==> src/rtl/fetch_unit.sv <==
// Instruction fetch stage: PC sequencing, redirects, return-address stack and interrupt entry/exit.
// Optional interrupt logic (IE, EPC, accept, RTI) is built only when FETCH_IRQ_EN is defined.
module fetch_unit #(
    parameter logic [11:0] RESET_VECTOR = 12'h000,
    parameter logic [11:0] INT_VECTOR   = 12'h001,
    parameter int unsigned RAS_DEPTH    = 4
) (
    input  logic        clk,
    input  logic        rst_n,
    input  logic        stall,
    output logic [11:0] imem_adr,
    input  logic [15:0] imem_data,
    output logic [15:0] IR,
    output logic [11:0] PC,
    output logic [11:0] RTS_adr,
    input  logic        branch_taken,
    input  logic [11:0] branch_target,
    input  logic        subroutine_call,
    input  logic [11:0] call_target,
    input  logic        subroutine_return,
    input  logic        IEN,
    input  logic        IOF,
    input  logic        RTI,
    input  logic        irq,
    output logic        irq_ack,
    output logic        int_active,
    output logic        ras_overflow,
    output logic        ras_underflow
);

    localparam int unsigned AW    = 12;
    localparam int unsigned IW    = 16;
    localparam int unsigned PTR_W = (RAS_DEPTH > 1) ? $clog2(RAS_DEPTH) : 1;
    localparam int unsigned CNT_W = PTR_W + 1;
    localparam logic [IW-1:0]    NOP  = '0;
    localparam logic [CNT_W-1:0] FULL = CNT_W'(RAS_DEPTH);

    logic [AW-1:0]    fetch_pc_q, fetch_pc_d;
    logic [IW-1:0]    ir_q, ir_d;
    logic [AW-1:0]    pc_q, pc_d;
    logic [AW-1:0]    rts_adr_q, rts_adr_d;
    logic [AW-1:0]    stack_q [RAS_DEPTH];
    logic [AW-1:0]    stack_d [RAS_DEPTH];
    logic [PTR_W-1:0] tos_q, tos_d;
    logic [CNT_W-1:0] cnt_q, cnt_d;
    logic             ovf_q, ovf_d;
    logic             unf_q, unf_d;

    logic             rti_go;
    logic             irq_go;
    logic [AW-1:0]    epc_w;
    logic             take_rti;
    logic             take_irq;

    assign imem_adr      = fetch_pc_q;
    assign IR            = ir_q;
    assign PC            = pc_q;
    assign RTS_adr       = rts_adr_q;
    assign ras_overflow  = ovf_q;
    assign ras_underflow = unf_q;
    assign irq_ack       = take_irq;

    // Priority decode of redirects and next-state for fetch, IR, PC and the return stack.
    always_comb begin
        fetch_pc_d = fetch_pc_q;
        ir_d       = ir_q;
        pc_d       = pc_q;
        stack_d    = stack_q;
        tos_d      = tos_q;
        cnt_d      = cnt_q;
        ovf_d      = ovf_q;
        unf_d      = unf_q;
        take_rti   = 1'b0;
        take_irq   = 1'b0;

        if (!stall) begin
            if (rti_go) begin
                take_rti   = 1'b1;
                fetch_pc_d = epc_w;
                ir_d       = NOP;
            end else if (subroutine_return) begin
                ir_d = NOP;
                if (cnt_q != '0) begin
                    fetch_pc_d = rts_adr_q;
                    tos_d      = tos_q - PTR_W'(1);
                    cnt_d      = cnt_q - CNT_W'(1);
                end else begin
                    fetch_pc_d = '0;
                    unf_d      = 1'b1;
                end
            end else if (subroutine_call) begin
                // Full stack wraps onto the oldest entry; depth saturates.
                tos_d          = tos_q + PTR_W'(1);
                stack_d[tos_d] = pc_q;
                if (cnt_q == FULL) begin
                    ovf_d = 1'b1;
                end else begin
                    cnt_d = cnt_q + CNT_W'(1);
                end
                fetch_pc_d = call_target;
                ir_d       = NOP;
            end else if (branch_taken) begin
                fetch_pc_d = branch_target;
                ir_d       = NOP;
            end else if (irq_go) begin
                take_irq   = 1'b1;
                fetch_pc_d = INT_VECTOR;
                ir_d       = NOP;
            end else begin
                ir_d       = imem_data;
                pc_d       = fetch_pc_q + AW'(1);
                fetch_pc_d = fetch_pc_q + AW'(1);
            end
        end

        rts_adr_d = (cnt_d == '0) ? '0 : stack_d[tos_d];
    end

    always_ff @(posedge clk) begin
        if (!rst_n) begin
            fetch_pc_q <= RESET_VECTOR;
            ir_q       <= NOP;
            pc_q       <= '0;
            rts_adr_q  <= '0;
            tos_q      <= '0;
            cnt_q      <= '0;
            ovf_q      <= 1'b0;
            unf_q      <= 1'b0;
            for (int i = 0; i < int'(RAS_DEPTH); i++) begin
                stack_q[i] <= '0;
            end
        end else begin
            fetch_pc_q <= fetch_pc_d;
            ir_q       <= ir_d;
            pc_q       <= pc_d;
            rts_adr_q  <= rts_adr_d;
            tos_q      <= tos_d;
            cnt_q      <= cnt_d;
            ovf_q      <= ovf_d;
            unf_q      <= unf_d;
            stack_q    <= stack_d;
        end
    end

`ifdef FETCH_IRQ_EN
    logic          ie_q, ie_d;
    logic          int_active_q, int_active_d;
    logic [AW-1:0] epc_q, epc_d;

    assign rti_go     = RTI & int_active_q;
    assign irq_go     = ie_q & irq & ~int_active_q;
    assign epc_w      = epc_q;
    assign int_active = int_active_q;

    // Interrupt enable and handler state; accept and RTI override IEN/IOF.
    always_comb begin
        ie_d         = ie_q;
        int_active_d = int_active_q;
        epc_d        = epc_q;
        if (!stall) begin
            if (IOF) begin
                ie_d = 1'b0;
            end else if (IEN) begin
                ie_d = 1'b1;
            end
            if (take_rti) begin
                ie_d         = 1'b1;
                int_active_d = 1'b0;
            end
            if (take_irq) begin
                ie_d         = 1'b0;
                int_active_d = 1'b1;
                epc_d        = fetch_pc_q;
            end
        end
    end

    always_ff @(posedge clk) begin
        if (!rst_n) begin
            ie_q         <= 1'b0;
            int_active_q <= 1'b0;
            epc_q        <= '0;
        end else begin
            ie_q         <= ie_d;
            int_active_q <= int_active_d;
            epc_q        <= epc_d;
        end
    end
`else
    logic unused_irq_in;

    assign rti_go        = 1'b0;
    assign irq_go        = 1'b0;
    assign epc_w         = '0;
    assign int_active    = 1'b0;
    assign unused_irq_in = ^{irq, IEN, IOF, RTI};
`endif

endmodule

==> config.mk <==
export PLATFORM = sky130hd
export DESIGN_NAME = fetch_unit
export DESIGN_NICKNAME = d
export VERILOG_FILES = /design/src/rtl/fetch_unit.sv
export SDC_FILE = /design/constraint.sdc
export NUM_CORES = 1
export LEC_CHECK = 0
export BUFFER_PORTS_ARGS = -buffer_cell sky130_fd_sc_hd__clkbuf_2
export CAP_MARGIN = 10
export CELL_PAD_IN_SITES_DETAIL_PLACEMENT = 1
export CELL_PAD_IN_SITES_GLOBAL_PLACEMENT = 1
export CORE_MARGIN = 3
export CORE_UTILIZATION = 40
export DETAILED_ROUTE_END_ITERATION = 6
export PLACE_DENSITY_LB_ADDON = 0.12
export REMOVE_ABC_BUFFERS = 1
export SLEW_MARGIN = 20
export SYNTH_ARGS = -nofsm -noshare
export SYNTH_HDL_FRONTEND = slang
export SYNTH_SLANG_ARGS = --single-unit
export TNS_END_PERCENT = 1
==> constraint.sdc <==
create_clock -name clk -period 2.9 [get_ports clk]
set_input_delay 0.145 -clock clk [delete_from_list [all_inputs] [get_ports clk]]
set_output_delay 0.145 -clock clk [all_outputs]
set_load 0.02 [all_outputs]
# --- After elaboration in Yosys (flattened, before gate mapping) ---
# Cells that the tools add are included.
totals:
  ff_bits: 107
  inputBits: 50
  out_inout_bits: 56
  word_cells: 61
classes:
  mux: 25
  eq_ne: 1
  order_cmp: 3
  addsub: 5
  bitwise: 8
  reduce_logical: 7
op_table:
  columns: ["op", "n"]
  rows:
  - ["$mux W48", 3]
  - ["$mux W12", 7]
  - ["$bwmux W48", 1]
  - ["$mux W16", 3]
  - ["$bmux W12 S2", 1]
  - ["$demux W12 S2", 1]
  - ["$mux W3", 5]
  - ["$add A12 B1 Y12 const B", 1]
  - ["$mux W2", 4]
  - ["$reduce_and A4 Y1", 2]
  - ["$ge A3 B3 Y1 const B", 2]
  - ["$not A1 Y1", 6]
  - ["$not A2 Y3", 2]
  - ["$add A3 B1 Y3 const B", 1]
  - ["$eq A3 B3 Y1 const B", 1]
  - ["$logic_not A3 Y1", 1]
  - ["$lt A3 B1 Y1 const B", 1]
  - ["$reduce_and A3 Y1", 1]
  - ["$reduce_bool A3 Y1", 1]
  - ["$sub A3 B1 Y3 const B", 1]
  - ["$add A2 B1 Y2 const B", 1]
  - ["$reduce_or A2 Y1", 1]
  - ["$sub A2 B1 Y2 const B", 1]
  - ["$logic_and A1 B1 Y1", 1]

# --- Logic depth before layout (Yosys ltp) ---
# Gate-level depths: netlist of run 1.
logic_depth:
  depth_word: 13
  mapped_depth: 9
  ltp_nobuf: 8

# --- Worst setup path after synthesis of run 1 ---
# OpenSTA, ideal clock, no wires.
synth_path:
  path_kind: "register to register"
  from: "register tos_q[0]"
  to: "register rts_adr_q[0], in the netlist RTS_adr[0]"
  arrival_time_ns: 2.019
  path_buffers: 1
  path_stages_with_launch: 8
  setup_slack_ns: 0.753
  required_time_ns: 2.771
  setup_time_ns: 0.129
  synth_period_minus_slack_ns: 2.147
  cell_sequence: "dfxtp_1 -> inv_1 -> ha_1 -> and4bb_2 -> a2111oi_0 -> buf_2 -> a211o_1 -> a21oi_1"
synth_between:
  elab_chain_cells: 13
  elab_cells_between_ends: 20
  cone_classes: "2 x add/sub; 2 x order compare; 13 x mux; 2 x bitwise; 1 x reduce/logical"
synth_lines:
  columns: ["element", "line", "source"]
  rows:
  - ["start: declaration", "44", "logic [PTR_W-1:0] tos_q, tos_d;"]
  - ["start signal: assignment", "137", "tos_q <= tos_d;"]
  - ["$add A2 B1 Y2", "93", "tos_d = tos_q + PTR_W'(1);"]
  - ["$not A2 Y3 (implied by the code)", "94", "stack_d[tos_d] = pc_q;"]
  - ["$ge A3 B3 Y1 (implied by the code) / $lt A3 B1 Y1 (equally long branches)", "94", null]
  - ["$logic_and A1 B1 Y1 (implied by the code)", "94", null]
  - ["$mux W12 (implied by the code)", "94", null]
  - ["$demux W12 S2", "94", null]
  - ["$bwmux W48", "94", null]
  - ["$mux W48", "91", "end else if (subroutine_call) begin"]
  - ["$mux W48", "81", "end else if (subroutine_return) begin"]
  - ["$mux W48", "76", "if (!stall) begin"]
  - ["$bmux W12 S2 *", "116", "rts_adr_d = (cnt_d == '0) ? '0 : stack_d[tos_d];"]
  - ["$mux W12 (implied by the code) * (2 in a row)", "116", null]
  - ["end signal: assignment", "136", "rts_adr_q <= rts_adr_d;"]
  - ["end: declaration", "41", "logic [AW-1:0] rts_adr_q, rts_adr_d;"]
# Mark *: on every way between the ends. The rest lies on a longest branch, timed or not. The select of a mux whose other input is x is not followed.
# A chain may end at the register's enable or synchronous reset.

# --- Worst setup path in the final report of run 1 ---
layout_path:
  from: "register cnt_q[0]"
  to: "register rts_adr_q[6], in the netlist RTS_adr[6]"
layout_between:
  elab_chain_cells: 8
  elab_cells_between_ends: 18
  cone_classes: "2 x add/sub; 1 x eq/ne; 11 x mux; 1 x bitwise; 3 x reduce/logical"
layout_lines:
  columns: ["element", "line", "source"]
  rows:
  - ["start: declaration", "45", "logic [CNT_W-1:0] cnt_q, cnt_d;"]
  - ["start signal: assignment", "138", "cnt_q <= cnt_d;"]
  - ["parallel branches: the longest is 8 deep, another holds $add A3 B1 Y3", null, null]
# Parallel ways; which one is timed is not known. The select of a mux whose other input is x is not followed.

==> results.py, run 1 <==
metrics = {
    "floorplanning": {
        "placementRows": 40,
        "design.die.area_um2": 13800,
        "start_util_pct": 41.3,
        "die_w_um": 118,
        "dieHeight_um": 118,
        "ioPinCount": 106,
        "core-area_um2": 12100,
    },
    "clock_tree": {
        "cts_tree": "yes",
        "hold_buffers": 0,
        "clk_latency_ns": 0.36,
        "htree_levels": 3,
        "cts.sink_count": 107,
        "cts-root-buf": "clkbuf_16",
        "cts_setup_buffers": 0,
        "ctsResizeCount": 0,
        "cts_buffers": 9,
        "clock_path_buffers": 2,
        "clk_pin_slew_worst_paths_ns": 0.08,
    },
    "final_layout": {
        "drive_gt1_share_pct": 22.4,
        "syn_to_final_growth_pct": 20.1,
        "stdcell_area_um2": 5970,
        "diodes": 0,
        "nets": 764,
    },
    "timing": {
        "hold_viol_final": 0,
        "max_slew_margin_pct": 39.4,
        "min_period_over_period_pct": 83.8,
        "setup_ws_ns": 0.469,
        "period_needed_ns": 2.43,
        "rsz0062_at_grt": "no",
        "slew_violations": 0,
        "worstMarginPinSlew_ns": 0.907,
        "clock-skew-final_ns": 0.00757,
        "finalSetupViolCount": 0,
        "setup_tns_ns": 0,
        "fmax_mhz": 411,
    },
    "synth": {
        "synth_flop_cell": "dfxtp_1",
        "synth.avg_cell_area_um2": 8.03,
        "synthDistinctLibCells": 52,
        "yosysSeqAreaShare_pct": 43.0,
        "syn_area_um2": 4980,
        "yosysMostFrequentCell": "nand2_1",
        "synth.area.top_cells": "dfxtp_1 43%, nand2_1 9.8%, a21oi_1 7.4%, nor2_1 5.0%, o221ai_1 2.8%",
        "ys_async_sr_fraction_pct": 0,
        "synth_area_leader_cell": "dfxtp_1",
        "syn_inst": 620,
        "synth-seq-cells": 107,
        "synth_warnings": 0,
        "synthDominantCellAreaShare_pct": 43.0,
        "synth_edf_count": 0,
        "synthTopCellsByCount": "130 x nand2_1, 107 x dfxtp_1, 74 x a21oi_1, 66 x nor2_1, 33 x clkbuf_1",
    },
    "drt": {
        "wl_per_cell_um": 19.8,
        "initialDrtViolationCount": 311,
        "viasPerCell": 5.61,
        "first_pass_iters": 4,
        "vias": 4935,
        "drcViolationCount": 0,
        "drt-total-wl_mm": 17.4,
        "ant_nets": 0,
    },
    "worst_setup_path": {
        "cp-start-kind": "flip-flop",
        "arrival_ns": 2.71,
        "end_kind": "flip-flop",
        "required_ns": 3.18,
        "r2r_start": "cnt_q[0]",
        "cp_max_fo": 6,
        "worstSetupPathType": "flip-flop to flip-flop",
        "cp-startpoint": "cnt_q[0]",
    },
    "global_route": {
        "grt_max_degree": 50,
        "grt_pass1_wl_mm": 28.0,
        "grt_pass1_vias": 5263,
        "antenna_found_initial": 0,
        "grt_overflow": 0,
        "grt_usage_pct": 25.4,
    },
    "placed_design": {
        "place_ws_ns": 0.509,
        "gp_congestion": 0.789,
        "portBuffers": 99,
        "dp_hpwl_mm": 12.2,
        "placed_cell_area_um2": 5690,
    },
    "flow_run": {
        "drv_cap": 0,
    },
    "status": {
        "outcome": "complete, no violations",
    },
    "worst_hold_path": {
        "hold_class": "primary input to flip-flop",
        "hold_path.startpoint": "imem_data[14]",
    },
    "pwr": {
        "leakage_nw": 2.28,
        "vdd_drop_max_v": 0.000355,
        "powerDensity_nw_per_um2": 583,
    },
}
[per-stage QoR]
| step | util (%) | cells | hold slack, ns | total power [W] |
|---|---|---|---|---|
| 3_3_place_gp | 47.1 | 863 | 0.375 | 0.00227 |
| 3_5_place_dp | 47.1 | 863 | 0.390 | 0.00229 |
| 4_1_cts | 49.5 | 879 | 0.0125 | 0.00350 |
| 6_report | 49.5 | 879 | 0.0221 | 0.00348 |
| 2_1_floorplan | - | 573 | 0.255 | 0.00198 |
| 5_1_grt | 49.5 | 879 | 0.0340 | 0.00365 |
[final timing paths]
path                      end  slack, ns  depth (start not counted)
hold reg to reg   stack_q[47]       0.46                          2
hold / removal         IR[14]       0.02                          3
setup reg to reg   RTS_adr[6]       0.47                          9
setup / recovery   RTS_adr[6]       0.47                          9
[cells in the final DEF, fill, tap and decap left out, types with 2 or more instances in the layout]
master,count
o21ai_0,14
inv_6,2
buf_4,21
clkbuf_2,99
clkinv_2,2
a31oi_1,3
ha_1,8
clkbuf_16,9
nand2b_1,8
nand2_1,130
conb_1,2
nor2_1,66
a221oi_1,8
inv_1,16
a211oi_1,8
nand3_1,4
a211o_1,11
mux2_2,2
buf_12,2
clkbuf_8,2
xnor2_1,6
and3_1,6
a21oi_1,74
o221ai_1,16
and2_1,6
o211ai_1,4
dfxtp_1,107
nor2b_1,3
nand4_1,3
o221ai_2,7
a22oi_1,18
mux2i_1,2
xor2_1,6
nor3_1,14
[sequential cells by signal (all words and copies together) (netlist names)]
name	cells
stack_q	48
RTS_adr	12
tos_q	2
cnt_q	3
IR	16
ras_underflow	1
ras_overflow	1
imem_adr	12
PC	12
[kinds of logic (layout without fill, tap and decap cells)]
group,count (synthesis),in the layout,share of synthesized area [%]
DFF,107,107,43.0
other,1,2,0.0754
muxes,4,4,0.855
AOI/OAI and AO/OA,174,174,24.5
buffers and inverters,65,155,5.63
adders and majority gates,8,8,2.01
and+or+nand+nor,248,248,21.4
xor gates and xnor gates,13,13,2.44
[layout make-up]
class | count | area, um^2
clock buffers | 11 | 253
inverters | 17 | 63.8
fillers | 1489 | 6090
repair buffers | 122 | 693
clock inverters | 5 | 35.0
well taps | 168 | 210
multi-input cells | 449 | 2580
flip-flops and latches | 107 | 2140
[worst max-delay path, cell delays in order (launching register included)]
cell	delay, ns
dfxtp_1	0.34
inv_1	0.09
ha_1	0.25
nor2b_2	0.22
a21o_4	0.27
xnor2_2	0.29
nand2b_1	0.35
buf_4	0.21
o221ai_1	0.14
a21oi_1	0.19
[power breakdown]
part	internal, W	total, W	switching [W]	leakage, nW
logic	0.000260	0.000678	0.000418	1.27
clock network	0.000634	0.00122	0.000584	0.142
registers	0.00152	0.00158	0.0000668	0.866
total	0.00241	0.00348	0.00107	2.28
[per-layer routing]
layer  global-route usage, %  vias to the layer above  part of all wire (%)
met3                    6.73                       28                   5.7
met4                    9.74                        0                   2.4
met2                    43.4                      141                    49
li1                        -                     2328                     -
met1                    30.7                     2438                    43
met5                       0                        -                     0
Note: power is estimated with default switching activity, not from simulation.
==> run 2, diff against run 1 <==
ABC_AREA = 1   (was unset)
CORE_UTILIZATION = 39   (was 40)
clock period = 2.25 ns   (was 2.9 ns; I/O delays follow)
==> run 2 against run 1 <==
  * Synthesized cell count rose by 27%
  * Cell count rose by 22%
  * Non-clock buffer count rose by 7
  * Critical path type unchanged
  * Largest power group unchanged
  * Critical endpoint is now RTS_adr[3]
  * Largest cell class unchanged
==> results.py, run 2 <==
metrics = {
    "clock_tree": {
        "htree_levels": 3,
        "cts_tree": "yes",
        "cts-root-buf": "clkbuf_16",
        "cts_buffers": 9,
        "clk_pin_slew_worst_paths_ns": 0.07,
        "clk_latency_ns": 0.35,
        "clock_path_buffers": 2,
        "cts.sink_count": 107,
    },
    "timing": {
        "whs_ns": 0.0139,
        "rsz0062_at_grt": "no",
        "hold_viol_final": 0,
        "max_slew_margin_pct": 64.7,
        "slew_violations": 0,
        "fmax_mhz": 493,
        "clock-skew-final_ns": 0.00769,
        "worstMarginPinSlew_ns": 0.527,
        "min_period_over_period_pct": 90.1,
        "finalSetupViolCount": 0,
        "setup_tns_ns": 0,
        "period_needed_ns": 2.03,
    },
    "drt": {
        "drt-total-wl_mm": 17.0,
        "initialDrtViolationCount": 186,
        "ant_nets": 0,
        "wl_per_cell_um": 15.9,
        "drcViolationCount": 0,
        "vias": 5325,
        "first_pass_iters": 4,
        "viasPerCell": 4.98,
    },
    "final_layout": {
        "largest_reg_flops": 48,
        "max_flop_register": "stack_q",
        "drive_gt1_share_pct": 17.1,
        "nets": 950,
        "final_cells": 1069,
        "final_common_cell": "nand2_1",
        "syn_to_final_growth_pct": 20.1,
        "diodes": 0,
        "layout_common_cells": "214 x nand2_1, 119 x inv_1, 107 x dfxtp_1",
        "final_util_pct": 49.1,
    },
    "pwr": {
        "p_sw_share_pct": 30.0,
        "internal-power_w": 0.00332,
        "p_comb_share_pct": 18.9,
        "leakage_nw": 3.26,
        "clockPowerShare_pct": 37.2,
        "powerDensity_nw_per_um2": 748,
        "p_sw_w": 0.00142,
        "vdd_drop_max_v": 0.000376,
        "seqPwrFrac_pct": 43.9,
        "finalPower_w": 0.00475,
    },
    "worst_setup_path": {
        "endpoint": "RTS_adr[3]",
        "cp-startpoint": "tos_q[0]",
        "r2r_slack_ns": 0.22,
        "arrival_ns": 2.29,
        "worstSetupPathType": "flip-flop to flip-flop",
        "r2r_start": "tos_q[0]",
        "cp-start-kind": "flip-flop",
        "reg2reg_to": "RTS_adr[3]",
        "end_kind": "flip-flop",
        "required_ns": 2.51,
        "rr_worst_depth": 10,
        "cp_max_fo": 24,
    },
    "global_route": {
        "grt_usage_pct": 23.1,
        "antenna_found_initial": 0,
        "grt_overflow": 0,
        "grt_pass1_vias": 5521,
        "grt_pass1_wl_mm": 27.2,
        "grt_max_degree": 31,
    },
    "placed_design": {
        "dp_hpwl_mm": 12.4,
        "gp_congestion": 0.795,
        "portBuffers": 99,
        "dp_cells": 1039,
    },
    "floorplanning": {
        "dieHeight_um": 122,
        "die_w_um": 122,
        "core-area_um2": 12900,
        "ioPinCount": 106,
        "start_util_pct": 40.9,
        "placementRows": 41,
        "design.die.area_um2": 15000,
    },
    "synth": {
        "synthDistinctLibCells": 33,
        "synth_flop_cell": "dfxtp_1",
        "synth_area_leader_cell": "dfxtp_1",
        "synth.avg_cell_area_um2": 6.70,
        "synthSimpleGateAreaFrac_pct": 32.9,
        "synth_warnings": 0,
        "synth_edf_count": 0,
        "syn_area_um2": 5280,
        "syn_inst": 788,
        "synthTopCellsByCount": "214 x nand2_1, 119 x inv_1, 107 x dfxtp_1, 88 x nor2_1, 80 x nand3_1",
        "synthDominantCellAreaShare_pct": 40.5,
        "ys_async_sr_fraction_pct": 0,
        "synth_compound_area_share_pct": 10.7,
        "yosysMostFrequentCell": "nand2_1",
        "yosysSeqAreaShare_pct": 40.5,
        "synth_top_family_by_area": "simple AND/OR/NAND/NOR gates",
        "synth_mux_area_share_pct": 0,
        "synth_fa_ha_area_share_pct": 1.89,
        "synth-xor-area-share_pct": 0.497,
        "synth.area.top_cells": "dfxtp_1 41%, nand2_1 15%, inv_1 8.5%, nand3_1 7.6%, nor2_1 6.3%",
        "synth-seq-cells": 107,
    },
    "status": {
        "outcome": "complete, no violations",
    },
    "flow_run": {
        "drv_cap": 0,
    },
    "worst_hold_path": {
        "hold_class": "primary input to flip-flop",
    },
}
-- run 2: changes by cell type after synthesis, sizes merged, moves of 8 or more --
cell	previous run	this run
inv	17	122
nor3	15	3
nand2b	8	0
a221oi	9	0
clkbuf	33	16
nand3	4	83
o21ai	14	53
nand2	130	224
a22oi	18	0
a21oi	74	36
nor2	66	94
a211o	11	0
o221ai	23	0
-- run 2: layout make-up --
class / instances / area [um^2]
Clock inverter: 4 / 72.6
Sequential cell: 107 / 2140
Timing Repair Buffer: 129 / 756
Clock buffer: 12 / 256
Multi-Input combinational cell: 522 / 2440
Fill cell: 1755 / 6580
Inverter: 123 / 462
Tap cell: 172 / 215
-- run 2: power groups by stage --
stage / Combinational, W / Sequential [W] / Clock, W
after global routing: 0.00101 / 0.00209 / 0.00187
after CTS: 0.000904 / 0.00208 / 0.00180
after floorplan: 0.000469 / 0.00217 / 0
final: 0.000896 / 0.00208 / 0.00177
after detailed placement: 0.000877 / 0.00213 / 0
after global placement: 0.000849 / 0.00212 / 0
-- run 2: worst max-delay path: stages, from the launching register on --
cell	delay, ns
dfxtp_1	0.47
ha_1	0.20
inv_1	0.04
nor2_1	0.10
nand2_2	0.34
o21ai_0	0.43
nand2_1	0.12
nand3_1	0.09
nand2_1	0.05
nand2_1	0.05
inv_1	0.03
-- run 2: worst min-delay path by stage --
stage | startpoint | end | cells after the start
CTS | imem_data[5] | IR[5] | 3
global route | imem_data[5] | IR[5] | 3
finish | imem_data[5] | IR[5] | 3
global placement | imem_data[13] | IR[13] | 3
detailed placement | imem_data[4] | IR[4] | 3
floorplan | rst_n | PC[11] | 2
-- run 2: kinds of logic after synthesis --
| kind of cell | count (synthesis) |
|---|---|
| AOI/OAI and AO/OA | 104 |
| xor gates and xnor gates | 3 |
| adders and majority gates | 8 |
| buffers and inverters | 160 |
| DFF | 107 |
| other | 1 |
| and+or+nand+nor | 405 |
-- run 2: per-layer routing --
metal | vias to the layer above | routed length (um) | track usage (%)
li1 | 2643 | - | -
met1 | 2571 | 7610 | 29.0
met2 | 88 | 8460 | 40.4
met3 | 23 | 502 | 2.95
met4 | 0 | 373 | 8.82
met5 | - | 0 | 0
-- run 2: per-stage QoR --
step	setup WS (ns)	area [um^2]
finish	0.222	6350
global route	0.0451	6350
CTS	0.162	6340
detailed placement	0.179	5870
global placement	0.295	5870
floorplan	0.554	5040
-- run 2: what timing repair did --
item	CTS	global route
hold buffers	14	0
buffers inserted	0	0
endpoints found under the hold margin	14	0
resized for setup	0	1
setup endpoints to repair	0	9
==> run 3, diff against run 2 <==
PLACE_DENSITY_LB_ADDON = 0.1   (was 0.12)
==> run 3 against run 2 <==
  * Fmax up 1.3%
  * Core utilization down 0.24 points
  * Clock-buffer cell count down 2
  * Global-route usage up 0.99 points
  * Worst hold slack better by 0.013 ns
  * Combinational power up 3.2%
  * Largest cell class unchanged
  * Non-clock buffer count up 3
  * Setup slack better by 0.026 ns
  * Register-to-register slack better by 0.03 ns
  * Critical endpoint is now RTS_adr[9]
  * First-iteration DRC count up 17%
  * Cell count up 0.28%
  * Sequential power about the same
==> results.py, run 3 (synthesis results as in run 2) <==
metrics = {
    "pwr": {
        "p_sw_w": 0.00146,
        "clockPowerShare_pct": 33.2,
        "leakage_nw": 3.24,
        "powerDensity_nw_per_um2": 714,
        "p_sw_share_pct": 32.5,
        "seqPwrFrac_pct": 46.3,
        "internal-power_w": 0.00305,
        "vdd_drop_max_v": 0.000345,
        "p_comb_share_pct": 20.5,
    },
    "global_route": {
        "grt_pass1_vias": 5645,
        "grt_max_degree": 53,
        "antenna_found_initial": 0,
        "grt_pass1_wl_mm": 28.0,
        "grt_overflow": 0,
        "grt_usage_pct": 24.1,
    },
    "clock_tree": {
        "clk_latency_ns": 0.35,
        "clk_pin_slew_worst_paths_ns": 0.07,
        "htree_levels": 3,
        "cts-root-buf": "clkbuf_16",
        "cts.sink_count": 107,
        "clock_path_buffers": 2,
        "cts_tree": "yes",
        "cts_buffers": 9,
    },
    "floorplanning": {
        "design.die.area_um2": 15000,
        "start_util_pct": 40.9,
        "ioPinCount": 106,
        "core-area_um2": 12900,
        "placementRows": 41,
        "die_w_um": 122,
        "dieHeight_um": 122,
    },
    "timing": {
        "period_needed_ns": 2.00,
        "finalSetupViolCount": 0,
        "slew_violations": 0,
        "rsz0062_at_grt": "no",
        "min_period_over_period_pct": 89.0,
        "hold_viol_final": 0,
        "worstMarginPinSlew_ns": 0.602,
        "setup_ws_ns": 0.248,
        "max_slew_margin_pct": 59.9,
        "clock-skew-final_ns": 0.00585,
        "setup_tns_ns": 0,
        "fmax_mhz": 499,
    },
    "placed_design": {
        "dp_cells": 1040,
        "gp_congestion": 0.799,
        "placed_cell_area_um2": 5880,
        "place_ws_ns": 0.136,
        "portBuffers": 99,
        "dp_hpwl_mm": 12.6,
    },
    "drt": {
        "wl_per_cell_um": 16.6,
        "drcViolationCount": 0,
        "ant_nets": 0,
        "wl_met3_um": 704,
        "first_pass_iters": 4,
        "viasPerCell": 5.03,
        "drt-total-wl_mm": 17.8,
        "vias": 5393,
        "highest_layer": "met4",
        "met1_length_mm": 7.69,
        "dr_wl_met2_mm": 9.03,
        "initialDrtViolationCount": 217,
    },
    "final_layout": {
        "final_cells": 1072,
        "stdcell_area_um2": 6310,
        "final_common_cell": "nand2_1",
        "layout_common_cells": "214 x nand2_1, 119 x inv_1, 107 x dfxtp_1",
        "nets": 953,
        "diodes": 0,
        "syn_to_final_growth_pct": 19.5,
        "max_flop_register": "stack_q",
        "largest_reg_flops": 48,
        "drive_gt1_share_pct": 17.1,
        "fill_cells": 1785,
    },
    "worst_setup_path": {
        "r2r_slack_ns": 0.25,
        "cp-startpoint": "cnt_q[0]",
        "reg2reg_to": "RTS_adr[9]",
        "required_ns": 2.51,
        "rr_worst_depth": 11,
        "worstSetupPathType": "flip-flop to flip-flop",
        "cp_max_fo": 21,
        "cp-start-kind": "flip-flop",
        "r2r_start": "cnt_q[0]",
        "end_kind": "flip-flop",
        "arrival_ns": 2.26,
    },
    "flow_run": {
        "drv_cap": 0,
    },
    "status": {
        "outcome": "complete, no violations",
    },
    "worst_hold_path": {
        "hold_class": "primary input to flip-flop",
        "min_path_cells": 3,
        "hold_path.startpoint": "call_target[3]",
        "holdPathEnd": "imem_adr[3]",
    },
}
run 3: cell types whose count changed in the layout (fill, tap and decap cells not counted), sizes merged:
cell and change:
clkinv +1, clkinvlp +2, bufinv -2, inv +1, clkbuf -2, dlygate4sd3 +2, buf +1
run 3: stage by stage:
| stage | hold slack, ns | utilization [%] | total power, W |
|---|---|---|---|
| 2_1_floorplan | 0.210 | - | 0.00264 |
| 3_3_place_gp | 0.346 | 45.5 | 0.00299 |
| 3_5_place_dp | 0.352 | 45.5 | 0.00303 |
| 4_1_cts | 0.0240 | 48.8 | 0.00455 |
| 5_1_grt | 0.0327 | 48.8 | 0.00473 |
| 6_report | 0.0274 | 48.8 | 0.00451 |
run 3: power by group through the flow:
stage | Sequential, W | Combinational, W | Clock [W]
floorplan | 0.00217 | 0.000469 | 0
global placement | 0.00212 | 0.000868 | 0
detailed placement | 0.00213 | 0.000898 | 0
CTS | 0.00209 | 0.000927 | 0.00154
global route | 0.00209 | 0.00103 | 0.00160
finish | 0.00209 | 0.000925 | 0.00150
run 3: worst max path at each step:
stage,endpoint,slack (ns),cells past startpoint
after CTS,RTS_adr[0],0.11,12
after floorplan,RTS_adr[0],0.55,10
after global routing,RTS_adr[9],0.03,10
after global placement,RTS_adr[5],0.27,12
after detailed placement,RTS_adr[2],0.14,12
final,RTS_adr[9],0.25,11
run 3: per-layer routing:
layer / up-vias / GRT usage (%)
li1: 2651 / -
met1: 2617 / 29.5
met2: 98 / 43.0
met3: 27 / 3.32
met4: 0 / 8.89
met5: - / 0
run 3: layout make-up:
cell class,count,area (um^2),area share (%)
sequential,107,2140,33.9
clock inverter,6,41.3,0.654
timing repair buffer,132,783,12.4
clock buffer,10,229,3.63
multi-input combinational,522,2440,38.7
inverter,123,462,7.31
tap,172,215,3.41
run 3: worst max-delay path, stage by stage (launching register included):
cell	delay (ns)
dfxtp_1	0.33
inv_1	0.10
ha_1	0.28
nand3_2	0.21
nand2_2	0.21
nand2_4	0.15
nand2_4	0.27
nand2_1	0.11
nand3_1	0.09
nand2_1	0.06
nand2_1	0.05
inv_1	0.04
run 3: repair_timing:
item / in CTS / in global routing
endpoints found under the setup margin: 0 / 12
hold endpoints to repair: 16 / 0
setup buffers: 0 / 0
gates resized for setup: 0 / 1
hold buffers: 16 / 0
